[src/rtl/fetch_pkg.sv]
// Shared types, default geometry and the bird opacity rule for the pixel fetch scheduler.
package fetch_pkg;

    typedef enum logic [1:0] {
        BG   = 2'd0,
        PIPE = 2'd1,
        BIRD = 2'd2
    } layer_t;

    typedef enum logic [1:0] {
        IDLE = 2'd0,
        RD   = 2'd1,
        CHK  = 2'd2,
        DONE = 2'd3
    } state_t;

    // Default sprite placement and ROM packing
    localparam int BIRD_X_DEF    = 300;
    localparam int BIRD_W_DEF    = 40;
    localparam int BIRD_H_DEF    = 40;
    localparam int PIPE_W_DEF    = 80;
    localparam int BG_W          = 640;
    localparam int BG_BASE_DEF   = 0;
    localparam int PIPE_BASE_DEF = 307200;
    localparam int BIRD_BASE_DEF = 345600;
    localparam int ADDR_W_DEF    = 19;

    // Centre-to-corner offsets: bird is referenced by its centre row, pipe by its centre column
    localparam int BIRD_Y_OFS = 20;
    localparam int PIPE_X_OFS = 40;

    // Bird palette entries 1..6 are drawn; 0 and 7..15 let lower layers show through
    function automatic logic bird_opaque(input logic [3:0] idx);
        return (idx >= 4'd1) && (idx <= 4'd6);
    endfunction

endpackage

[src/rtl/sprite_addr_gen.sv]
// Combinational sprite offset/address generator for the shared sprite ROM.
module sprite_addr_gen
    import fetch_pkg::*;
#(
    parameter int BIRD_X    = BIRD_X_DEF,
    parameter int BIRD_W    = BIRD_W_DEF,
    parameter int BIRD_H    = BIRD_H_DEF,
    parameter int PIPE_W    = PIPE_W_DEF,
    parameter int BG_BASE   = BG_BASE_DEF,
    parameter int PIPE_BASE = PIPE_BASE_DEF,
    parameter int BIRD_BASE = BIRD_BASE_DEF,
    parameter int ADDR_W    = ADDR_W_DEF
) (
    input  logic [9:0]        draw_x,
    input  logic [9:0]        draw_y,
    input  logic [9:0]        bird_y_pos,
    input  logic [9:0]        pipe_x_pos,
    output logic [ADDR_W-1:0] bg_addr,
    output logic [ADDR_W-1:0] pipe_addr,
    output logic [ADDR_W-1:0] bird_addr,
    output logic              bird_in_range,
    output logic              pipe_in_range
);

    logic [9:0] bird_x;
    logic [9:0] bird_y;
    logic [9:0] pipe_x;

    // Offsets wrap at 10 bits, so pixels left/above a sprite become large and fail the range test
    always_comb begin
        bird_x        = draw_x - 10'(BIRD_X);
        bird_y        = draw_y - bird_y_pos + 10'(BIRD_Y_OFS);
        pipe_x        = draw_x - pipe_x_pos + 10'(PIPE_X_OFS);
        bird_in_range = (bird_x < 10'(BIRD_W)) && (bird_y < 10'(BIRD_H));
        pipe_in_range = (pipe_x < 10'(PIPE_W));
        bird_addr     = ADDR_W'(BIRD_BASE) + ADDR_W'(bird_x) + ADDR_W'(bird_y) * ADDR_W'(BIRD_W);
        pipe_addr     = ADDR_W'(PIPE_BASE) + ADDR_W'(pipe_x) + ADDR_W'(draw_y) * ADDR_W'(PIPE_W);
        bg_addr       = ADDR_W'(BG_BASE) + ADDR_W'(draw_x) + ADDR_W'(draw_y) * ADDR_W'(BG_W);
    end

endmodule

[src/rtl/pixel_fetch_scheduler.sv]
// Front-to-back layer fetch (bird, pipe, background) over one shared sprite ROM port.
module pixel_fetch_scheduler
    import fetch_pkg::*;
#(
    parameter int BIRD_X    = BIRD_X_DEF,
    parameter int BIRD_W    = BIRD_W_DEF,
    parameter int BIRD_H    = BIRD_H_DEF,
    parameter int PIPE_W    = PIPE_W_DEF,
    parameter int BG_BASE   = BG_BASE_DEF,
    parameter int PIPE_BASE = PIPE_BASE_DEF,
    parameter int BIRD_BASE = BIRD_BASE_DEF,
    parameter int ADDR_W    = ADDR_W_DEF
) (
    input  logic              Clk,
    input  logic              Reset,
    input  logic              pix_req,
    output logic              pix_ready,
    input  logic              is_bird,
    input  logic              is_pipe,
    input  logic [9:0]        DrawX,
    input  logic [9:0]        DrawY,
    input  logic [9:0]        Bird_Y_Pos_,
    input  logic [9:0]        Pipe_X_Pos_,
    output logic              rom_rd,
    output logic [ADDR_W-1:0] rom_addr,
    input  logic [3:0]        rom_data,
    output logic              pix_valid,
    output logic [1:0]        pix_layer,
    output logic [3:0]        pix_index
);

    state_t            state_q, state_d;
    layer_t            layer_q, layer_d;
    logic [9:0]        draw_x_q, draw_x_d;
    logic [9:0]        draw_y_q, draw_y_d;
    logic [9:0]        bird_y_q, bird_y_d;
    logic [9:0]        pipe_x_q, pipe_x_d;
    logic              is_bird_q, is_bird_d;
    logic              is_pipe_q, is_pipe_d;
    logic              rom_rd_q, rom_rd_d;
    logic [ADDR_W-1:0] rom_addr_q, rom_addr_d;
    logic              pix_valid_q, pix_valid_d;
    logic [1:0]        pix_layer_q, pix_layer_d;
    logic [3:0]        pix_index_q, pix_index_d;

    logic              accept;
    logic [ADDR_W-1:0] bg_addr, pipe_addr, bird_addr;
    logic              bird_in_range, pipe_in_range;
    logic              bird_ok, pipe_ok;

    assign pix_ready = (state_q == IDLE) && !Reset;
    assign accept    = pix_req && pix_ready;

    // Latch the pixel on accept; the _d view lets the first address be formed in the accept cycle
    always_comb begin
        draw_x_d  = accept ? DrawX       : draw_x_q;
        draw_y_d  = accept ? DrawY       : draw_y_q;
        bird_y_d  = accept ? Bird_Y_Pos_ : bird_y_q;
        pipe_x_d  = accept ? Pipe_X_Pos_ : pipe_x_q;
        is_bird_d = accept ? is_bird     : is_bird_q;
        is_pipe_d = accept ? is_pipe     : is_pipe_q;
    end

    sprite_addr_gen #(
        .BIRD_X   (BIRD_X),
        .BIRD_W   (BIRD_W),
        .BIRD_H   (BIRD_H),
        .PIPE_W   (PIPE_W),
        .BG_BASE  (BG_BASE),
        .PIPE_BASE(PIPE_BASE),
        .BIRD_BASE(BIRD_BASE),
        .ADDR_W   (ADDR_W)
    ) u_addr_gen (
        .draw_x       (draw_x_d),
        .draw_y       (draw_y_d),
        .bird_y_pos   (bird_y_d),
        .pipe_x_pos   (pipe_x_d),
        .bg_addr      (bg_addr),
        .pipe_addr    (pipe_addr),
        .bird_addr    (bird_addr),
        .bird_in_range(bird_in_range),
        .pipe_in_range(pipe_in_range)
    );

    assign bird_ok = is_bird_d && bird_in_range;
    assign pipe_ok = is_pipe_d && pipe_in_range;

    // State and all registered outputs; reset abandons any fetch in flight
    always_ff @(posedge Clk) begin
        if (Reset) begin
            state_q     <= IDLE;
            layer_q     <= BG;
            draw_x_q    <= '0;
            draw_y_q    <= '0;
            bird_y_q    <= '0;
            pipe_x_q    <= '0;
            is_bird_q   <= 1'b0;
            is_pipe_q   <= 1'b0;
            rom_rd_q    <= 1'b0;
            rom_addr_q  <= '0;
            pix_valid_q <= 1'b0;
            pix_layer_q <= '0;
            pix_index_q <= '0;
        end else begin
            state_q     <= state_d;
            layer_q     <= layer_d;
            draw_x_q    <= draw_x_d;
            draw_y_q    <= draw_y_d;
            bird_y_q    <= bird_y_d;
            pipe_x_q    <= pipe_x_d;
            is_bird_q   <= is_bird_d;
            is_pipe_q   <= is_pipe_d;
            rom_rd_q    <= rom_rd_d;
            rom_addr_q  <= rom_addr_d;
            pix_valid_q <= pix_valid_d;
            pix_layer_q <= pix_layer_d;
            pix_index_q <= pix_index_d;
        end
    end

    // Next state: pick the first eligible layer, fall through only past a transparent bird
    always_comb begin
        state_d = state_q;
        layer_d = layer_q;
        case (state_q)
            IDLE: begin
                if (accept) begin
                    state_d = RD;
                    layer_d = bird_ok ? BIRD : (pipe_ok ? PIPE : BG);
                end
            end
            RD: state_d = CHK;
            CHK: begin
                if (layer_q == BIRD && !bird_opaque(rom_data)) begin
                    state_d = RD;
                    layer_d = pipe_ok ? PIPE : BG;
                end else begin
                    state_d = DONE;
                end
            end
            DONE:    state_d = IDLE;
            default: state_d = IDLE;
        endcase
    end

    // Outputs are registered from the next state so they line up with RD and DONE exactly
    always_comb begin
        rom_rd_d    = (state_d == RD);
        rom_addr_d  = rom_addr_q;
        pix_valid_d = (state_d == DONE);
        pix_layer_d = pix_layer_q;
        pix_index_d = pix_index_q;
        if (state_d == RD) begin
            case (layer_d)
                BIRD:    rom_addr_d = bird_addr;
                PIPE:    rom_addr_d = pipe_addr;
                default: rom_addr_d = bg_addr;
            endcase
        end
        if (state_q == CHK && state_d == DONE) begin
            pix_layer_d = layer_q;
            pix_index_d = rom_data;
        end
    end

    assign rom_rd    = rom_rd_q;
    assign rom_addr  = rom_addr_q;
    assign pix_valid = pix_valid_q;
    assign pix_layer = pix_layer_q;
    assign pix_index = pix_index_q;

endmodule
[config.mk]
export PLATFORM = sky130hd
export DESIGN_NAME = pixel_fetch_scheduler
export DESIGN_NICKNAME = d
export VERILOG_FILES = /design/src/rtl/fetch_pkg.sv /design/src/rtl/sprite_addr_gen.sv /design/src/rtl/pixel_fetch_scheduler.sv
export SDC_FILE = /design/constraint.sdc
export NUM_CORES = 1
export LEC_CHECK = 0
export BUFFER_PORTS_ARGS = -buffer_cell sky130_fd_sc_hd__buf_2
export CORE_AREA = 2 2 123 125
export DETAILED_ROUTE_END_ITERATION = 8
export DIE_AREA = 0 0 125 127
export MAX_ROUTING_LAYER = met4
export SETUP_SLACK_MARGIN = 0.02
export SLEW_MARGIN = 20
export SYNTH_ARGS = -nofsm -noshare
export SYNTH_HDL_FRONTEND = slang
export SYNTH_SLANG_ARGS = --single-unit
[constraint.sdc]
create_clock -name Clk -period 9 [get_ports Clk]
set_input_delay 1.8 -clock Clk [delete_from_list [all_inputs] [get_ports Clk]]
set_output_delay 1.8 -clock Clk [all_outputs]
set_load 0.05 [all_outputs]
==> results of run 1 <==
[cell type report]
class	count	area [um^2]	area share
clock buffers	9	225	0.0313
repair buffers	82	425	0.0591
flip-flops and latches	73	1460	0.203
clock inverters	7	95.1	0.0132
inverters	60	228	0.0316
well taps	184	230	0.0320
multi-input cells	606	4530	0.630
[stage by stage]
step,hold WS [ns],cells
final,0.458,1021
after detailed placement,0.453,1005
after global placement,0.449,1005
after CTS,0.460,1021
after global routing,0.479,1021
after floorplan,0.437,767
[per-layer routing]
layer,routed length (um),vias up
li1,-,2850
met1,8110,2609
met2,7680,103
met3,535,24
met4,312,0
met5,0,-
[cells by family after synthesis]
logic type | synth area share
xor+xnor | 0.100
mux | 0.0544
flops | 0.228
fa+ha+maj | 0.194
buf+inv | 0.0628
compound gates | 0.192
simple gates | 0.168
[critical path: stages]
cell and delay, ns:
buf_2 0.12, nor4b_4 0.25, mux2i_1 0.56, inv_1 0.29, ha_1 0.37, ha_1 0.23
fa_1 0.41, xnor2_1 0.27, inv_1 0.11, ha_1 0.29, ha_1 0.19, inv_1 0.07
fa_1 0.40, xnor2_1 0.17, ha_1 0.25, ha_1 0.35, nand3_1 0.11, o211ai_1 0.11
or4_2 0.57, a21oi_1 0.16, or4_4 0.17, nor4b_4 0.05, a311oi_1 0.46, o32ai_1 0.17
[cell usage after synthesis, types with 8 or more instances]
cell type,count
ha_1,88
nor2_1,80
dfxtp_1,73
nand2_1,72
inv_1,59
a21oi_1,51
xnor2_1,43
mux2i_1,30
o21ai_0,25
xor2_1,25
nor3_1,22
clkbuf_1,17
a211oi_1,13
a21o_1,13
nand3_1,12
o21a_1,9
a221oi_1,8
[worst min-delay path by stage]
stage / from / to / slack [ns] / depth (start not counted)
final: rom_addr[7] / rom_addr[7] / 0.46 / 2
after global routing: pipe_x_q[0] / pipe_x_q[0] / 0.48 / 2
after CTS: rom_addr[7] / rom_addr[7] / 0.46 / 2
after detailed placement: rom_addr[7] / rom_addr[7] / 0.45 / 2
after global placement: rom_addr[7] / rom_addr[7] / 0.45 / 2
after floorplan: is_bird_q / is_bird_q / 0.44 / 2
[state kept, by name, indices dropped and copies added (netlist names)]
name       flops
pix_valid      1
pix_index      4
draw_y_q      10
is_pipe_q      1
bird_y_q      10
rom_addr      19
pix_layer      2
layer_q        2
draw_x_q      10
is_bird_q      1
rom_rd         1
pipe_x_q      10
state_q        2
[where the power goes]
part / total, uW / switching (uW) / internal (uW)
combinational: 1560 / 878 / 681
clock: 387 / 145 / 242
sequential: 347 / 7.51 / 339
==> results.yml, run 1 <==
status:
  status: "completed"
sta:
  setup_viol: 0
  min_period_ns: 7.73
  setup-tns-final_ns: 0
  clock_skew_ns: 0.00727
  fin_crit_sh: 0.859
  slew-limit-headroom: 0.368
  maxSlewViolCount: 0
  max_clock_freq_mhz: 129
  worst-slew-pin-transition_ns: 0.948
  rsz0062_at_grt: "no"
  finalHoldViolCount: 0
  worst_slack_ns: 1.27
cts:
  clock_sinks: 73
  cts-resized-gates: 0
  cts_tree: "built"
  cts_buffers: 9
  cts_setup_buffers: 0
  htree_levels: 3
  clk_pin_slew_ns: 0.06
  clk_path_buf_depth: 2
  clk_latency_ns: 0.34
  cts_hold_buf: 0
  clock-root-buffer: "clkbuf_16"
hold_path:
  hold_class: "flop to flop"
floorplan:
  rows: 44
  die_h_um: 127
  die_w_um: 125
  coreArea_um2: 14400
  dieArea_um2: 15900
  pin_count: 77
  start_util: 0.443
global_routing:
  antenna_found_initial: 0
  grt_util_met1: 0.280
  top_usage_layer: "met2"
  met2_usage: 0.353
  grtUsageMet3: 0.0410
  grt.overflow.total: 0
  grtUsageTotal: 0.218
  grt_pass1_wl_um: 27200
  grt_max_degree: 75
  grt_pass1_vias: 5495
final_layout:
  final_common_cell: "ha_1"
  num-nets-final: 976
  drive_gt1_frac: 0.146
  num-fill-cells: 1431
  diodes: 0
  fin_util: 0.499
  synthToLayoutAreaGrowth_pct: 12.5
  layout_common_cells: "ha_1 (88), nor2_1 (80), buf_2 (76)"
  finalInstanceArea_um2: 7200
synth:
  ys_async_sr_fraction: 0
  synth.largest_area_cell: "dfxtp_1"
  synthTopCellsByArea: "dfxtp_1 (23%), ha_1 (17%), xnor2_1 (5.9%), mux2i_1 (4.7%), nor2_1 (4.7%)"
  ys_warn_count: 0
  syn_inst: 767
  syn_nets: 911
  synth.distinct_cells: 77
  synth-seq-area-share: 0.228
  synth_edf_count: 0
  yosysTopAreaCellShare: 0.228
  synth_seq_cells: 73
  syn_area_um2: 6400
  syn_area_per_cell_um2: 8.34
  synth_flop_cell: "dfxtp_1"
worst_setup_path:
  worstSetupEndpointType: "flop"
  worstSetupStartpoint: "Reset"
  cp_max_fo: 5
  critPathRequiredTime_ns: 9.20
  cp_data_arrival_time_ns: 7.93
  worstSetupPathType: "input port to flop"
  r2r_end: "rom_addr[17]"
  r2r_start: "state_q[0]"
  crit_end: "rom_addr[17]"
  r2r_setup_slack_ns: 2.39
  startpoint_type: "input port"
  ff2ff_path_depth: 23
power:
  ir_drop_mv: 0.244
  total_power_uw: 2290
  power_density_nw_per_um2: 319
  leakagePower_uw: 0.00335
route:
  drt_iter0_drc: 284
  avgRoutedWirePerCell_um: 16.3
  dr.pass1.iters: 4
  ant_nets: 0
  vias: 5586
  totalWireLength_um: 16600
  drc: 0
  routed_via_density: 5.47
place:
  place_area_um2: 6880
  place_hpwl_um: 13400
  port_buffers: 76
  pre_cts_ws_ns: 0.966
  gp_congestion: 0.907
job:
  cap_violations: 0
(Power assumes the default switching activity.)
==> run 2: changes to the inputs <==
--- a/config.mk
+++ b/config.mk
@@ -6,10 +6,11 @@
 export NUM_CORES = 1
 export LEC_CHECK = 0
 export BUFFER_PORTS_ARGS = -buffer_cell sky130_fd_sc_hd__buf_2
-export CORE_AREA = 2 2 123 125
+export CORE_AREA = 2 2 111 113
 export DETAILED_ROUTE_END_ITERATION = 8
-export DIE_AREA = 0 0 125 127
+export DIE_AREA = 0 0 113 115
 export MAX_ROUTING_LAYER = met4
+export PLACE_DENSITY = 0.86
 export SETUP_SLACK_MARGIN = 0.02
 export SLEW_MARGIN = 20
 export SYNTH_ARGS = -nofsm -noshare
==> run 2 against run 1 <==
Compared with the run above:
- the run now ends with design-rule violations left
- clock-buffer cell count is 3 higher
- register-to-register slack worse by 0.04 ns
- first-iteration DRC count is 24% higher
- routed wire length is 5.5% lower
- fmax is 0.47% lower
- utilization is 10 points higher
- combinational power hardly changed
- sequential share of layout area is 0.29 points higher
- cell count is 3.9% lower
- critical endpoint is now rom_addr[14]
- largest power group unchanged
- highest routed layer unchanged
==> results.yml, run 2 (synthesized netlist as in run 1, its figures left out) <==
route:
  vias: 5690
  top_layer: "met4"
  met2_wirelength_um: 7460
  drt_iter0_drc: 352
  dr.pass1.iters: 7
  routed_via_density: 5.80
  met3_length_um: 760
  ant_nets: 0
  drc: 1
  m1WireLength_um: 6970
  totalWireLength_um: 15700
  avgRoutedWirePerCell_um: 16.0
final_layout:
  drive_gt1_frac: 0.139
  final_common_cell: "ha_1"
  instances_no_fill: 981
  largest_reg_flops: 19
  synthToLayoutAreaGrowth_pct: 11.0
  fin_util: 0.601
  num-nets-final: 976
  layout_common_cells: "ha_1 (88), nor2_1 (80), buf_2 (76)"
  diodes: 0
worst_setup_path:
  critPathRequiredTime_ns: 9.26
  r2r_end: "rom_addr[14]"
  worst-path-stages: 25
  r2r_start: "state_q[1]"
  crit_buf_inv: 5
  crit_family: "adder cells"
  crit_end: "rom_addr[14]"
  r2r_setup_slack_ns: 2.35
  cp_data_arrival_time_ns: 8.03
  cpMostUsedCell: "ha_1"
  worstSetupEndpointType: "flop"
  slowest_delay_ns: 0.60
  ff2ff_path_depth: 24
  worstSetupStartpoint: "Reset"
  worstSetupPathType: "input port to flop"
  cpMaxStageDelayCell: "a2111oi_0"
  cp_max_fo: 46
  startpoint_type: "input port"
floorplan:
  coreArea_um2: 11800
  rows: 40
  start_util: 0.542
  dieArea_um2: 13000
  pin_count: 77
  die_h_um: 115
  die_w_um: 113
hold_path:
  holdPathStages: 2
  hold_class: "flop to flop"
global_routing:
  grt_pass1_wl_um: 26200
  grt.overflow.total: 0
  grt_max_degree: 75
  antenna_found_initial: 0
  grt_pass1_vias: 5527
  grtUsageTotal: 0.258
cts:
  cts-resized-gates: 0
  cts_setup_buffers: 0
  cts_tree: "built"
  clock_sinks: 73
  cts_buffers: 9
  htree_levels: 3
  cts_hold_buf: 0
  clk_latency_ns: 0.35
  clk_pin_slew_ns: 0.05
  clk_path_buf_depth: 2
  clock-root-buffer: "clkbuf_16"
sta:
  slew-limit-headroom: 0.412
  setup_viol: 0
  rsz0062_at_grt: "no"
  setup-tns-final_ns: 0
  max_clock_freq_mhz: 129
  worst-slew-pin-transition_ns: 0.882
  min_period_ns: 7.77
  fin_crit_sh: 0.863
  maxSlewViolCount: 0
  clock_skew_ns: 0.0112
  finalHoldViolCount: 0
power:
  ir_drop_mv: 0.308
  power_density_nw_per_um2: 318
  leakagePower_uw: 0.00334
  total_power_uw: 2260
job:
  cap_violations: 0
status:
  violations: "design-rule violations"
  status: "complete, but fails checks"
place:
  port_buffers: 76
  place_hpwl_um: 12100
  placed_cells: 968
  gp_congestion: 0.902
-- run 2: cell count changes in the layout (fill, tap and decap cells not counted) --
cell	delta
clkinvlp_4	-4
bufinv_16	-1
clkinv_2	-1
clkbuf_1	+3
-- run 2: layer usage --
| metal | vias up | GRT usage |
|---|---|---|
| met5 | - | - |
| li1 | 2849 | - |
| met3 | 38 | 0.0438 |
| met1 | 2648 | 0.313 |
| met2 | 155 | 0.422 |
| met4 | 0 | 0.117 |
-- run 2: worst min path at each step --
stage                      startpoint           to
after detailed placement  rom_addr[7]  rom_addr[7]
after global routing      draw_y_q[8]  draw_y_q[8]
final                     rom_addr[7]  rom_addr[7]
after CTS                 rom_addr[7]  rom_addr[7]
after global placement    rom_addr[7]  rom_addr[7]
after floorplan             is_bird_q    is_bird_q
-- run 2: where the power goes --
part	total, uW	switching, uW	internal (uW)
registers	347	7.75	340
logic	1570	885	683
clock network	342	132	210
total	2260	1030	1230
-- run 2: area by class of cell --
cell class	instances	area, um^2
clock buffer	12	236
clock inverter	1	30.0
fill	1044	4710
inverter	60	228
multi-input combinational	606	4530
sequential	73	1460
tap	147	184
timing repair buffer	82	425
-- run 2: worst register-to-register path, cell delays in order (launching register included) --
cell and delay [ns]:
dfxtp_1 0.38, nor4b_4 0.36, buf_4 0.58, mux2i_1 0.44, ha_1 0.21, inv_1 0.05, ha_1 0.20, fa_1 0.41
xnor2_1 0.29, inv_1 0.12, ha_1 0.30, ha_1 0.20, inv_1 0.07, fa_1 0.40, xnor2_1 0.18, ha_1 0.25
ha_1 0.36, o21a_1 0.17, o31a_1 0.19, o21a_1 0.15, o211ai_1 0.11, a2111oi_0 0.60, xnor3_1 0.26, nand2_1 0.06
a211oi_1 0.23
-- run 2: stage by stage --
stage | setup slack [ns] | hold WS (ns) | area, um^2
5_1_grt | 0.838 | 0.479 | 7100
3_5_place_dp | 0.964 | 0.451 | 6830
3_3_place_gp | 1.24 | 0.439 | 6830
2_1_floorplan | 0.845 | 0.437 | 6400
4_1_cts | 1.27 | 0.456 | 7100
6_report | 1.23 | 0.449 | 7100
